**src/rtl/reg_write_arbiter_if.sv**
```systemverilog
// Two-requester write-port bundle: burst requests in, grants and the registered write port out.
interface reg_write_arbiter_if #(
  parameter int ADDR_W = 5,
  parameter int DATA_W = 8
);
  logic              req0;
  logic [ADDR_W-1:0] addr0;
  logic [DATA_W-1:0] data0;
  logic              last0;
  logic              gnt0;
  logic              req1;
  logic [ADDR_W-1:0] addr1;
  logic [DATA_W-1:0] data1;
  logic              last1;
  logic              gnt1;
  logic              we;
  logic [ADDR_W-1:0] waddr;
  logic [DATA_W-1:0] wdata;
  logic              owner;
  logic              err;

  modport master (
    output req0, addr0, data0, last0, req1, addr1, data1, last1,
    input  gnt0, gnt1, we, waddr, wdata, owner, err
  );

  modport slave (
    input  req0, addr0, data0, last0, req1, addr1, data1, last1,
    output gnt0, gnt1, we, waddr, wdata, owner, err
  );
endinterface

```
**src/rtl/reg_write_arbiter.sv**
```systemverilog
// Round-robin burst arbiter for the register-file write port; 1-cycle req->gnt and beat->we latency.
// ARB_WRITE_PROTECT_EN: when defined, requester-1 beats below PROT_LIMIT are accepted but suppressed.
module reg_write_arbiter #(
  parameter int NUM_REGS   = 16,
  parameter int ADDR_W     = 5,
  parameter int DATA_W     = 8,
  parameter int MAX_BURST  = 4,
  parameter int PROT_LIMIT = 4
) (
  input  logic               clock,
  input  logic               reset,
  reg_write_arbiter_if.slave bus
);

  localparam int CNT_W = (MAX_BURST < 2) ? 1 : $clog2(MAX_BURST + 1);
  localparam logic [CNT_W-1:0] MAX_CNT = CNT_W'(MAX_BURST);
  localparam logic [ADDR_W:0]  NREG    = (ADDR_W + 1)'(NUM_REGS);
  localparam logic [ADDR_W:0]  PLIM    = (ADDR_W + 1)'(PROT_LIMIT);
`ifdef ARB_WRITE_PROTECT_EN
  localparam bit PROT_EN = 1'b1;
`else
  localparam bit PROT_EN = 1'b0;
`endif

  typedef enum logic [1:0] {IDLE, OWN0, OWN1} state_t;

  state_t           state;
  logic             rr;     // 0: requester 0 wins a tie in IDLE
  logic [CNT_W-1:0] cnt;

  logic             oor0;
  logic             drop1;
  logic [CNT_W-1:0] cnt_inc;
  logic             burst_done;

  always_comb begin
    oor0       = {1'b0, bus.addr0} >= NREG;
    drop1      = ({1'b0, bus.addr1} >= NREG) || (PROT_EN && ({1'b0, bus.addr1} < PLIM));
    cnt_inc    = cnt + CNT_W'(1);
    burst_done = (cnt_inc == MAX_CNT);
  end

  always_ff @(posedge clock or posedge reset) begin
    if (reset) begin
      state     <= IDLE;
      rr        <= 1'b0;
      cnt       <= '0;
      bus.gnt0  <= 1'b0;
      bus.gnt1  <= 1'b0;
      bus.we    <= 1'b0;
      bus.waddr <= '0;
      bus.wdata <= '0;
      bus.owner <= 1'b0;
      bus.err   <= 1'b0;
    end else begin
      bus.we  <= 1'b0;
      bus.err <= 1'b0;
      case (state)
        IDLE: begin
          cnt <= '0;
          if (bus.req0 && (!bus.req1 || !rr)) begin
            state    <= OWN0;
            bus.gnt0 <= 1'b1;
          end else if (bus.req1) begin
            state    <= OWN1;
            bus.gnt1 <= 1'b1;
          end
        end
        OWN0: begin
          if (bus.req0) begin
            cnt <= cnt_inc;
            if (oor0) begin
              bus.err <= 1'b1;
            end else begin
              bus.we    <= 1'b1;
              bus.waddr <= bus.addr0;
              bus.wdata <= bus.data0;
              bus.owner <= 1'b0;
            end
          end
          // Tenure ends on last beat, burst cap, or abort; always via IDLE.
          if (!bus.req0 || bus.last0 || burst_done) begin
            state    <= IDLE;
            bus.gnt0 <= 1'b0;
            rr       <= 1'b1;
            cnt      <= '0;
          end
        end
        OWN1: begin
          if (bus.req1) begin
            cnt <= cnt_inc;
            if (drop1) begin
              bus.err <= 1'b1;
            end else begin
              bus.we    <= 1'b1;
              bus.waddr <= bus.addr1;
              bus.wdata <= bus.data1;
              bus.owner <= 1'b1;
            end
          end
          if (!bus.req1 || bus.last1 || burst_done) begin
            state    <= IDLE;
            bus.gnt1 <= 1'b0;
            rr       <= 1'b0;
            cnt      <= '0;
          end
        end
        default: begin
          state    <= IDLE;
          bus.gnt0 <= 1'b0;
          bus.gnt1 <= 1'b0;
        end
      endcase
    end
  end

endmodule

```
**src/flat_wrapper.sv**
```systemverilog
// flat-port wrapper written by rule: the top's interface ports become plain ports
module reg_write_arbiter_flat 
#(
  parameter int NUM_REGS   = 16,
  parameter int ADDR_W     = 5,
  parameter int DATA_W     = 8,
  parameter int MAX_BURST  = 4,
  parameter int PROT_LIMIT = 4
)
  (clock, reset, bus_req0, bus_addr0, bus_data0, bus_last0, bus_req1, bus_addr1, bus_data1, bus_last1, bus_gnt0, bus_gnt1, bus_we, bus_waddr, bus_wdata, bus_owner, bus_err);
  reg_write_arbiter_if #(.ADDR_W(ADDR_W), .DATA_W(DATA_W)) bus_i ();
  input  logic clock;
  input  logic reset;
  input wire logic [$bits(bus_i.req0)-1:0] bus_req0;
  input wire logic [$bits(bus_i.addr0)-1:0] bus_addr0;
  input wire logic [$bits(bus_i.data0)-1:0] bus_data0;
  input wire logic [$bits(bus_i.last0)-1:0] bus_last0;
  input wire logic [$bits(bus_i.req1)-1:0] bus_req1;
  input wire logic [$bits(bus_i.addr1)-1:0] bus_addr1;
  input wire logic [$bits(bus_i.data1)-1:0] bus_data1;
  input wire logic [$bits(bus_i.last1)-1:0] bus_last1;
  output wire logic [$bits(bus_i.gnt0)-1:0] bus_gnt0;
  output wire logic [$bits(bus_i.gnt1)-1:0] bus_gnt1;
  output wire logic [$bits(bus_i.we)-1:0] bus_we;
  output wire logic [$bits(bus_i.waddr)-1:0] bus_waddr;
  output wire logic [$bits(bus_i.wdata)-1:0] bus_wdata;
  output wire logic [$bits(bus_i.owner)-1:0] bus_owner;
  output wire logic [$bits(bus_i.err)-1:0] bus_err;
  assign bus_i.req0 = bus_req0;
  assign bus_i.addr0 = bus_addr0;
  assign bus_i.data0 = bus_data0;
  assign bus_i.last0 = bus_last0;
  assign bus_i.req1 = bus_req1;
  assign bus_i.addr1 = bus_addr1;
  assign bus_i.data1 = bus_data1;
  assign bus_i.last1 = bus_last1;
  assign bus_gnt0 = bus_i.gnt0;
  assign bus_gnt1 = bus_i.gnt1;
  assign bus_we = bus_i.we;
  assign bus_waddr = bus_i.waddr;
  assign bus_wdata = bus_i.wdata;
  assign bus_owner = bus_i.owner;
  assign bus_err = bus_i.err;
  reg_write_arbiter #(.NUM_REGS(NUM_REGS), .ADDR_W(ADDR_W), .DATA_W(DATA_W), .MAX_BURST(MAX_BURST), .PROT_LIMIT(PROT_LIMIT)) u_core (.clock(clock), .reset(reset), .bus(bus_i));
endmodule
```
**config.mk**
```make
export PLATFORM = sky130hd
export DESIGN_NAME = reg_write_arbiter_flat
export DESIGN_NICKNAME = d
export VERILOG_FILES = /design/src/rtl/reg_write_arbiter_if.sv /design/src/rtl/reg_write_arbiter.sv /design/src/flat_wrapper.sv
export SDC_FILE = /design/constraint.sdc
export NUM_CORES = 1
export LEC_CHECK = 0
export CORE_MARGIN = 2
export CORE_UTILIZATION = 60
export CTS_CLUSTER_DIAMETER = 200
export DETAILED_ROUTE_END_ITERATION = 7
export DONT_BUFFER_PORTS = 1
export HOLD_SLACK_MARGIN = 0.03
export PLACE_DENSITY = 0.78
export SYNTH_ARGS = -nofsm -noshare
export SYNTH_HDL_FRONTEND = slang
export SYNTH_SLANG_ARGS = --single-unit
```
**constraint.sdc**
```tcl
create_clock -name clock -period 4.25 [get_ports clock]
set_clock_uncertainty 0.1 [all_clocks]
set_input_delay 0.425 -clock clock [delete_from_list [all_inputs] [get_ports clock]]
set_output_delay 0.425 -clock clock [all_outputs]
set_load 0.02 [all_outputs]
```
==> results.toml, run 1 <==
[layout]
syn_to_final_growth_pct = 4.25
fin_nets = 158
utilization_pct = 67.5
layout-drive-gt1-share_pct = 14.3
n_antenna_cell = 0

[place]
gp_congestion = 0.813
hpwl_um = 1740
port_buffers = 0

[clock_network]
cts.htree.levels = 1
holdBufCountCts = 0
postCtsSetupBuffers = 0
cts_repair_resize_count = 0
cts_buffers = 3
cts_tree = "yes"
clock_latency_ps = 320
clk_pin_slew_worst_paths_ps = 140
clockBufferDepth = 2
cts-root-buf = "clkbuf_4"
cts.sinks = 24

[critical_path]
critPathKind = "reg -> reg"
r2r_start = "u_core.state[0]$_DFFE_PP0P_"
startpoint_type = "flop"
worstSetupEndpoint = "u_core.bus.wdata[5]$_DFFE_PP0P_"
cp-startpoint = "u_core.state[0]$_DFFE_PP0P_"
crit_required_ps = 4400
path_max_fanout = 25
rr_worst_depth = 6
crit_arrival_ps = 2730
r2r_end = "u_core.bus.wdata[5]$_DFFE_PP0P_"
rrSetupSlack_ps = 1680
crit_path_end_kind = "flop"

[grt]
grt_pass1_vias = 860
grt_overflow_total = 0
antenna_found_initial = 0
grt_max_degree = 26
grtUsageTotal_pct = 19.8
grt_pass1_wl_um = 3740

[logic_synthesis]
syn_area_per_cell_um2 = 10.9
mappedNetlistNets = 157
async_flop_share_pct = 100
yosys_warnings = 0
synth_area_mm2 = 0.00130
ys_ff_latch = 24
synthCells = 119
synth_ff_type = "dfrtp_1"
ys_seq_area_share_pct = 46.3
synth.distinct_cells = 34
synth-edff-count = 0

[min_path]
hold_path_class = "in -> async"

[sta]
final-hold-violation-count = 0
tightest_slew_ps = 916
period_share_pct = 60.5
drv_slew = 0
grt_setup_unrepaired = "false"
fin_crit_ps = 2570
relSlewSlack_pct = 39.0
setup-violations-final = 0
tns_ps = 0
fmax_ghz = 0.389

[drt]
wirelength_um = 2310
drc = 0
met1Wirelength_um = 986
wl_met2_um = 1090
routed.top_layer = "met4"
vias = 875
wl_met3_um = 178
wl_per_cell_um = 15.8
viasPerCell = 5.99
dr.pass1.iters = 4
drt_iter0_markers = 19
ant_nets = 0

[pwr]
power.total_mw = 1.02
switching_share_pct = 42.6
p_per_area_mw_per_mm2 = 758
p_sw_uw = 436
p_int_uw = 588
combPwrFrac_pct = 37.9
total_leakage_power_nw = 0.589
ir_worst_vdd_mv = 0.477
clkPwrFrac_pct = 16.2
seqPwrFrac_pct = 45.9

[die]
start_util_pct = 64.7
io-pin-count = 50
core_region_area_mm2 = 0.00200
placementRows = 16
die_area_mm2 = 0.00255
die_y_um = 50.5
die_w_um = 50.5

[flow_run]
maxCapViolCount = 0

[outcome]
status = "complete, no violations"
## cells by family (layout without fill, tap and decap cells)
kind of cell    count (synthesis)  in the layout  share of synthesized area [%]
simple gates                   33             33                           12.5
compound gates                 30             30                           18.1
flops                          24             24                           46.3
mux                            16             16                           12.7
buf+inv                         9              9                           3.86
fa+ha+maj                       6              6                           5.79
xor+xnor                        1              1                          0.676
## cells in the mapped netlist, drive strengths merged, types with 2 or more instances
master,instances,area [um2]
buf,4,31.3
o32a,2,22.5
a21oi,15,86.3
mux2i,15,150
inv,5,18.8
nand2,6,30.0
nor2,16,60.1
a22oi,2,33.8
ha,6,75.1
o21ai,4,20.0
dfrtp,24,601
nand2b,3,21.3
nand3,2,10.0
a21boi,2,18.8
## placed cells by master, fill, tap and decap left out, drive strengths merged, types with 2 or more instances in the layout
master,Yosys,final
nand2,6,6
nand2b,3,3
clkbuf,0,3
o21ai,4,4
nor2,16,16
a21boi,2,2
o32a,2,2
ha,6,6
a21oi,15,15
mux2i,15,15
nand3,2,2
a22oi,2,2
dfrtp,24,24
inv,5,5
## metal layers
metal | up-vias | global-route usage [%]
met2 | 31 | 32.7
met4 | 0 | 10.8
met1 | 423 | 23.2
li1 | 417 | -
met3 | 4 | 5.65
met5 | - | 0
## sequential cells by signal (all words and copies together) (netlist names)
name and flops:
u_core.bus.we 1, u_core.bus.gnt1 1, u_core.cnt 3, u_core.bus.wdata 8, u_core.bus.err 1, u_core.state 2
u_core.bus.owner 1, u_core.bus.waddr 5, u_core.rr 1, u_core.bus.gnt0 1
## worst max-delay path, cell delays in order (launching register included)
cell and delay [ps]:
dfrtp_1 430, inv_1 110, ha_1 770, nand3b_1 270, a22oi_4 580, nor2_1 100
a21oi_1 140
## metrics by stage
stage	instances	hold WS, ps	setup slack (ps)	cell area (um2)
2_1_floorplan	119	340	2570	1300
3_3_place_gp	142	398	1800	1300
5_1_grt	146	136	1430	1350
4_1_cts	146	89.3	1670	1350
6_report	146	62.9	1680	1350
3_5_place_dp	142	416	1700	1300
## power groups by stage
stage	logic, mW	registers [mW]	clock network [mW]
finish	0.388	0.470	0.166
global route	0.439	0.480	0.174
CTS	0.391	0.471	0.168
detailed placement	0.388	0.477	0
global placement	0.375	0.474	0
floorplan	0.354	0.458	0
## cell type report
type	instances	area, um2
Multi-Input combinational cell	86	646
Fill cell	145	651
Clock buffer	3	22.5
Inverter	5	18.8
Tap cell	27	33.8
Sequential cell	24	601
Clock inverter	1	30.0
## worst min path at each step
stage                               from                               to  slack [ps]  depth (start not counted)
4_1_cts                            reset  u_core.bus.waddr[1]$_DFFE_PP0P_          90                          1
3_3_place_gp   u_core.cnt[1]$_DFFE_PP0P_        u_core.cnt[1]$_DFFE_PP0P_         400                          2
5_1_grt                            reset  u_core.bus.wdata[0]$_DFFE_PP0P_         140                          1
2_1_floorplan                      reset         u_core.bus.err$_DFF_PP0_         340                          1
6_report                           reset  u_core.bus.waddr[3]$_DFFE_PP0P_          60                          1
3_5_place_dp   u_core.cnt[1]$_DFFE_PP0P_        u_core.cnt[1]$_DFFE_PP0P_         420                          2
Note: power is estimated with default switching activity, not from simulation.
==> run 2: changes to the inputs <==
--- a/config.mk
+++ b/config.mk
@@ -6,12 +6,12 @@
 export NUM_CORES = 1
 export LEC_CHECK = 0
 export CORE_MARGIN = 2
-export CORE_UTILIZATION = 60
+export CORE_UTILIZATION = 55
 export CTS_CLUSTER_DIAMETER = 200
 export DETAILED_ROUTE_END_ITERATION = 7
 export DONT_BUFFER_PORTS = 1
 export HOLD_SLACK_MARGIN = 0.03
-export PLACE_DENSITY = 0.78
+export PLACE_DENSITY = 0.75
 export SYNTH_ARGS = -nofsm -noshare
 export SYNTH_HDL_FRONTEND = slang
 export SYNTH_SLANG_ARGS = --single-unit
==> constraint.sdc (replaced) <==
create_clock -name clock -period 2.26 [get_ports clock]
set_clock_uncertainty 0.1 [all_clocks]
set_input_delay 0.226 -clock clock [delete_from_list [all_inputs] [get_ports clock]]
set_output_delay 0.226 -clock clock [all_outputs]
set_load 0.02 [all_outputs]
==> run 2 against run 1 <==
Against the previous run: die area up 8.3%; clock-buffer cell count unchanged; sequential power up 89%; critical path depth down 1; cell count up 20%; worst hold slack worse by 32 ps; non-clock buffer count up 28; combinational power up 120%; cell area up 21%; largest cell class unchanged; largest power group unchanged; highest routed layer unchanged.
==> results.toml, run 2 (same netlist as run 1, synthesis figures left out) <==
[sta]
period_share_pct = 93.9
setup_ws_ps = 139
setup-violations-final = 0
final-hold-violation-count = 0
fmax_ghz = 0.471
drv_slew = 0
tns_ps = 0
fin_crit_ps = 2120
grt_setup_unrepaired = "false"
relSlewSlack_pct = 40.0
tightest_slew_ps = 899

[die]
die_w_um = 52.5
die_y_um = 52.5
placementRows = 17
start_util_pct = 58.6
die_area_mm2 = 0.00276
io-pin-count = 50
core_region_area_mm2 = 0.00221

[clock_network]
cts.htree.levels = 1
postCtsSetupBuffers = 0
cts_buffers = 3
cts-root-buf = "clkbuf_4"
cts.sinks = 24
clockBufferDepth = 2
cts_tree = "yes"
clock_latency_ps = 310
clk_pin_slew_worst_paths_ps = 130

[critical_path]
crit_cells = 5
r2r_end = "u_core.bus.owner$_DFFE_PP0P_"
rr_worst_depth = 5
cp_slowest_stage_delay_ps = 550
cp-startpoint = "u_core.state[1]$_DFFE_PP0P_"
path_max_fanout = 7
cp_top_family = "buffers and inverters"
crit_required_ps = 2380
crit_chain = "inv_1, ha_1, nand2_4, o32a_2, dlygate4sd3_1"
cp_slowest_cell = "dlygate4sd3_1"
crit_path_end_kind = "flop"
startpoint_type = "flop"
critPathKind = "reg -> reg"
r2r_start = "u_core.state[1]$_DFFE_PP0P_"
rrSetupSlack_ps = 140
cp_num_buf_inv = 2
crit_arrival_ps = 2240

[drt]
drc = 0
viasPerCell = 5.76
wl_per_cell_um = 16.6
wirelength_um = 2900
dr.pass1.iters = 5
drt_iter0_markers = 12
vias = 1008
ant_nets = 0

[layout]
largest_reg_flops = 8
layout_common_cells = "26 x dlygate4sd3_1, 24 x dfrtp_1, 16 x nor2_1"
regMostFlops = "u_core.bus.wdata"
fin_nets = 186
fillers = 162
n_antenna_cell = 0
layout_commonest_cell = "dlygate4sd3_1"
reg.largest.list = "u_core.bus.wdata: 8 flops, u_core.bus.waddr: 5 flops, u_core.cnt: 3 flops"
syn_to_final_growth_pct = 26.1
layout-drive-gt1-share_pct = 13.6

[grt]
grt_overflow_total = 0
grt_max_degree = 26
grt_pass1_vias = 1050
grt_pass1_wl_um = 4720
grtUsageTotal_pct = 24.0
antenna_found_initial = 0

[flow_run]
maxCapViolCount = 0

[pwr]
ir_worst_vdd_mv = 0.982
total_leakage_power_nw = 0.709
power.total_mw = 2.07
p_per_area_mw_per_mm2 = 1270

[place]
port_buffers = 0
pre_cts_slack_ps = 339
hpwl_um = 1840
gp_congestion = 0.859

[min_path]
hold-path-cell-count = 2
worstHoldStart = "bus_data0[5]"
hold_path_class = "in -> reg"
hold_end = "u_core.bus.wdata[5]$_DFFE_PP0P_"

[outcome]
status = "complete, no violations"
-- run 2: changes by cell type in the layout (fill, tap and decap cells not counted) --
cell,delta
dlygate4sd3_1,+26
buf_4,+1
buf_6,+1
ha_1,-1
ha_2,+1
-- run 2: metal layers --
layer	part of all wire, %	global-route usage [%]	wire length, um
met3	7.1	7.14	207
met5	0	0	0
met1	39	27.3	1120
met4	1.6	11.1	45
met2	53	40.8	1530
-- run 2: timing repair --
item,in CTS,in global routing
endpoints found under the hold margin,36,1
gates resized for setup,0,2
hold buffers,24,2
setup endpoints to repair,0,6
-- run 2: through the flow --
step	cells	util (%)	hold WS, ps	instance area (um2)
CTS	173	72.7	30.0	1610
global route	175	73.9	55.7	1630
detailed placement	145	59.4	252	1320
finish	175	73.9	30.5	1630
global placement	145	59.4	247	1320
floorplan	119	-	141	1300
-- run 2: final cells by class --
class | count | area (um2) | share of cell area [%]
Clock buffer | 3 | 22.5 | 1.38
Tap cell | 28 | 35.0 | 2.14
Clock inverter | 1 | 30.0 | 1.84
Multi-Input combinational cell | 86 | 648 | 39.7
Timing Repair Buffer | 28 | 279 | 17.1
Inverter | 5 | 18.8 | 1.15
Sequential cell | 24 | 601 | 36.8
-- run 2: where the power goes --
part / internal (mW) / switching (mW)
Sequential: 0.598 / 0.292
Clock: 0.179 / 0.133
Combinational: 0.431 / 0.438
Total: 1.21 / 0.862
-- run 2: worst max-delay path by stage --
stage | slack, ps | to
CTS | 60 | u_core.bus.wdata[0]$_DFFE_PP0P_
finish | 140 | u_core.bus.owner$_DFFE_PP0P_
global route | 40 | u_core.bus.wdata[3]$_DFFE_PP0P_
global placement | 360 | u_core.bus.gnt1$_DFFE_PP0P_
detailed placement | 340 | u_core.bus.waddr[0]$_DFFE_PP0P_
floorplan | 580 | u_core.rr$_DFFE_PP0P_
==> run 3: changes to the inputs <==
--- a/config.mk
+++ b/config.mk
@@ -6,12 +6,12 @@
 export NUM_CORES = 1
 export LEC_CHECK = 0
 export CORE_MARGIN = 2
-export CORE_UTILIZATION = 55
+export CORE_UTILIZATION = 50
 export CTS_CLUSTER_DIAMETER = 200
 export DETAILED_ROUTE_END_ITERATION = 7
 export DONT_BUFFER_PORTS = 1
 export HOLD_SLACK_MARGIN = 0.03
-export PLACE_DENSITY = 0.75
+export PLACE_DENSITY = 0.7
 export SYNTH_ARGS = -nofsm -noshare
 export SYNTH_HDL_FRONTEND = slang
 export SYNTH_SLANG_ARGS = --single-unit
==> run 3 against run 2 <==
Against the previous run: cell area is 2.8% higher; die area is 9.2% higher; critical path type unchanged; cell count is 4.0% higher; clock-buffer cell count stayed put; non-clock buffer count is 5 higher; sequential share of layout area is 1.0 points lower; flip-flop and latch count stayed put; largest power group unchanged; via count is 0.50% lower; global-route usage is 2.0 points lower; worst hold slack hardly changed.
==> results.toml, run 3 (same netlist as run 1, synthesis figures left out) <==
[grt]
grt_max_degree = 26
grtUsageTotal_pct = 22.0
antenna_found_initial = 0
grt_pass1_vias = 966
grt_pass1_wl_um = 4510
grt_overflow_total = 0

[critical_path]
cp_slowest_cell = "dfrtp_1"
cp_top_family = "flip-flops"
cp_num_buf_inv = 2
crit_path_end_kind = "flop"
critPathKind = "reg -> reg"
crit_chain = "inv_1, ha_1, nand3b_1, a22oi_4, buf_4, nor2_1, a21oi_1"
path_max_fanout = 25
startpoint_type = "flop"
rr_worst_depth = 7
cp_slowest_stage_delay_ps = 430
crit_arrival_ps = 2150
r2r_end = "u_core.bus.wdata[3]$_DFFE_PP0P_"
worstSetupEndpoint = "u_core.bus.wdata[3]$_DFFE_PP0P_"
crit_cells = 7
rrSetupSlack_ps = 250
cp-startpoint = "u_core.state[0]$_DFFE_PP0P_"
r2r_start = "u_core.state[0]$_DFFE_PP0P_"
crit_required_ps = 2410

[sta]
fin_crit_ps = 2010
relSlewSlack_pct = 39.3
period_share_pct = 88.8
final-hold-violation-count = 0
tightest_slew_ps = 910
grt_setup_unrepaired = "false"
fmax_ghz = 0.498
setup-violations-final = 0
tns_ps = 0
drv_slew = 0

[layout]
layout_commonest_cell = "dlygate4sd3_1"
syn_to_final_growth_pct = 29.6
layout-drive-gt1-share_pct = 12.5
fin_nets = 191
regMostFlops = "u_core.bus.wdata"
largest_reg_flops = 8
fin_cells = 182
layout_common_cells = "31 x dlygate4sd3_1, 24 x dfrtp_1, 16 x nor2_1"
n_antenna_cell = 0
reg.largest.list = "u_core.bus.wdata: 8 flops, u_core.bus.waddr: 5 flops, u_core.cnt: 3 flops"

[clock_network]
cts.htree.levels = 1
cts_tree = "yes"
cts-root-buf = "clkbuf_4"
postCtsSetupBuffers = 0
clockBufferDepth = 2
clk_pin_slew_worst_paths_ps = 140
cts.sinks = 24
cts_buffers = 3
clock_latency_ps = 320

[drt]
vias = 1003
dr.pass1.iters = 4
drt_iter0_markers = 30
viasPerCell = 5.51
wl_per_cell_um = 16.6
ant_nets = 0
wirelength_um = 3030
drc = 0

[place]
port_buffers = 0
gp_congestion = 0.794
hpwl_um = 1890
dp_cells = 147

[pwr]
ir_worst_vdd_mv = 0.778
seqPwrFrac_pct = 43.8
power.total_mw = 2.03
switching_share_pct = 42.4
p_per_area_mw_per_mm2 = 1210
p_sw_uw = 860
total_leakage_power_nw = 0.724
combPwrFrac_pct = 40.6
p_int_mw = 1.17
clkPwrFrac_pct = 15.5

[die]
core_region_area_mm2 = 0.00248
placementRows = 18
die_w_um = 54.9
die_y_um = 54.9
die_area_mm2 = 0.00302
start_util_pct = 52.3
io-pin-count = 50

[outcome]
status = "complete, no violations"

[min_path]
hold_path_class = "in -> reg"

[flow_run]
maxCapViolCount = 0
## run 3: changes by cell type in the layout (fill, tap and decap cells not counted)
cell           before  now
buf_6               1    0
ha_2                1    0
dlygate4sd3_1      26   31
buf_4               1    2
ha_1                5    6
## run 3: worst register-to-register path, delay by kind of cell, from the launching register on
| kind | cells | cell delay (ps) |
|---|---|---|
| and+or+nand+nor | 2 | 300 |
| adders and majority gates | 1 | 400 |
| DFF | 1 | 430 |
| AOI/OAI and AO/OA | 2 | 330 |
| buffers and inverters | 2 | 380 |
## run 3: stage by stage
step	util [%]	hold WS [ps]	setup WS [ps]	area [um2]
5_1_grt	67.8	32.4	88.2	1680
6_report	67.8	30.0	253	1680
4_1_cts	67.4	31.5	259	1670
3_3_place_gp	53.2	246	356	1320
2_1_floorplan	-	141	581	1300
3_5_place_dp	53.2	269	288	1320
## run 3: how the worst min path moves through the flow
stage	start	end	cells past startpoint
5_1_grt	bus_addr0[4]	u_core.bus.we$_DFF_PP0_	2
2_1_floorplan	reset	u_core.bus.err$_DFF_PP0_	1
6_report	bus_req1	u_core.state[0]$_DFFE_PP0P_	3
4_1_cts	bus_req1	u_core.state[0]$_DFFE_PP0P_	3
3_3_place_gp	reset	u_core.bus.waddr[2]$_DFFE_PP0P_	1
3_5_place_dp	reset	u_core.bus.wdata[7]$_DFFE_PP0P_	1
## run 3: layer usage
| metal | up-vias | track usage, % | share of wire (%) |
|---|---|---|---|
| met5 | - | 0 | 0 |
| met4 | 0 | 11.4 | 2.5 |
| met3 | 6 | 5.38 | 6.8 |
| met2 | 38 | 36.3 | 49 |
| met1 | 469 | 26.4 | 42 |
| li1 | 490 | - | - |
## run 3: power groups by stage
| stage | registers [mW] | logic, mW | clock network [mW] |
|---|---|---|---|
| after detailed placement | 0.901 | 0.759 | 0 |
| after CTS | 0.893 | 0.818 | 0.320 |
| final | 0.890 | 0.824 | 0.316 |
| after global placement | 0.894 | 0.723 | 0 |
| after floorplan | 0.862 | 0.665 | 0 |
| after global routing | 0.916 | 0.915 | 0.344 |
## run 3: cell type report
type	instances	area, um2
clock inverters	1	30.0
flip-flops and latches	24	601
multi-input cells	86	646
inverters	5	18.8
fillers	188	797
well taps	30	37.5
clock buffers	3	22.5
repair buffers	33	325
## run 3: repair_timing
item,CTS,global route
hold endpoints to repair,39,1
resized for setup,0,0
setup endpoints to repair,0,0
hold buffers,30,1
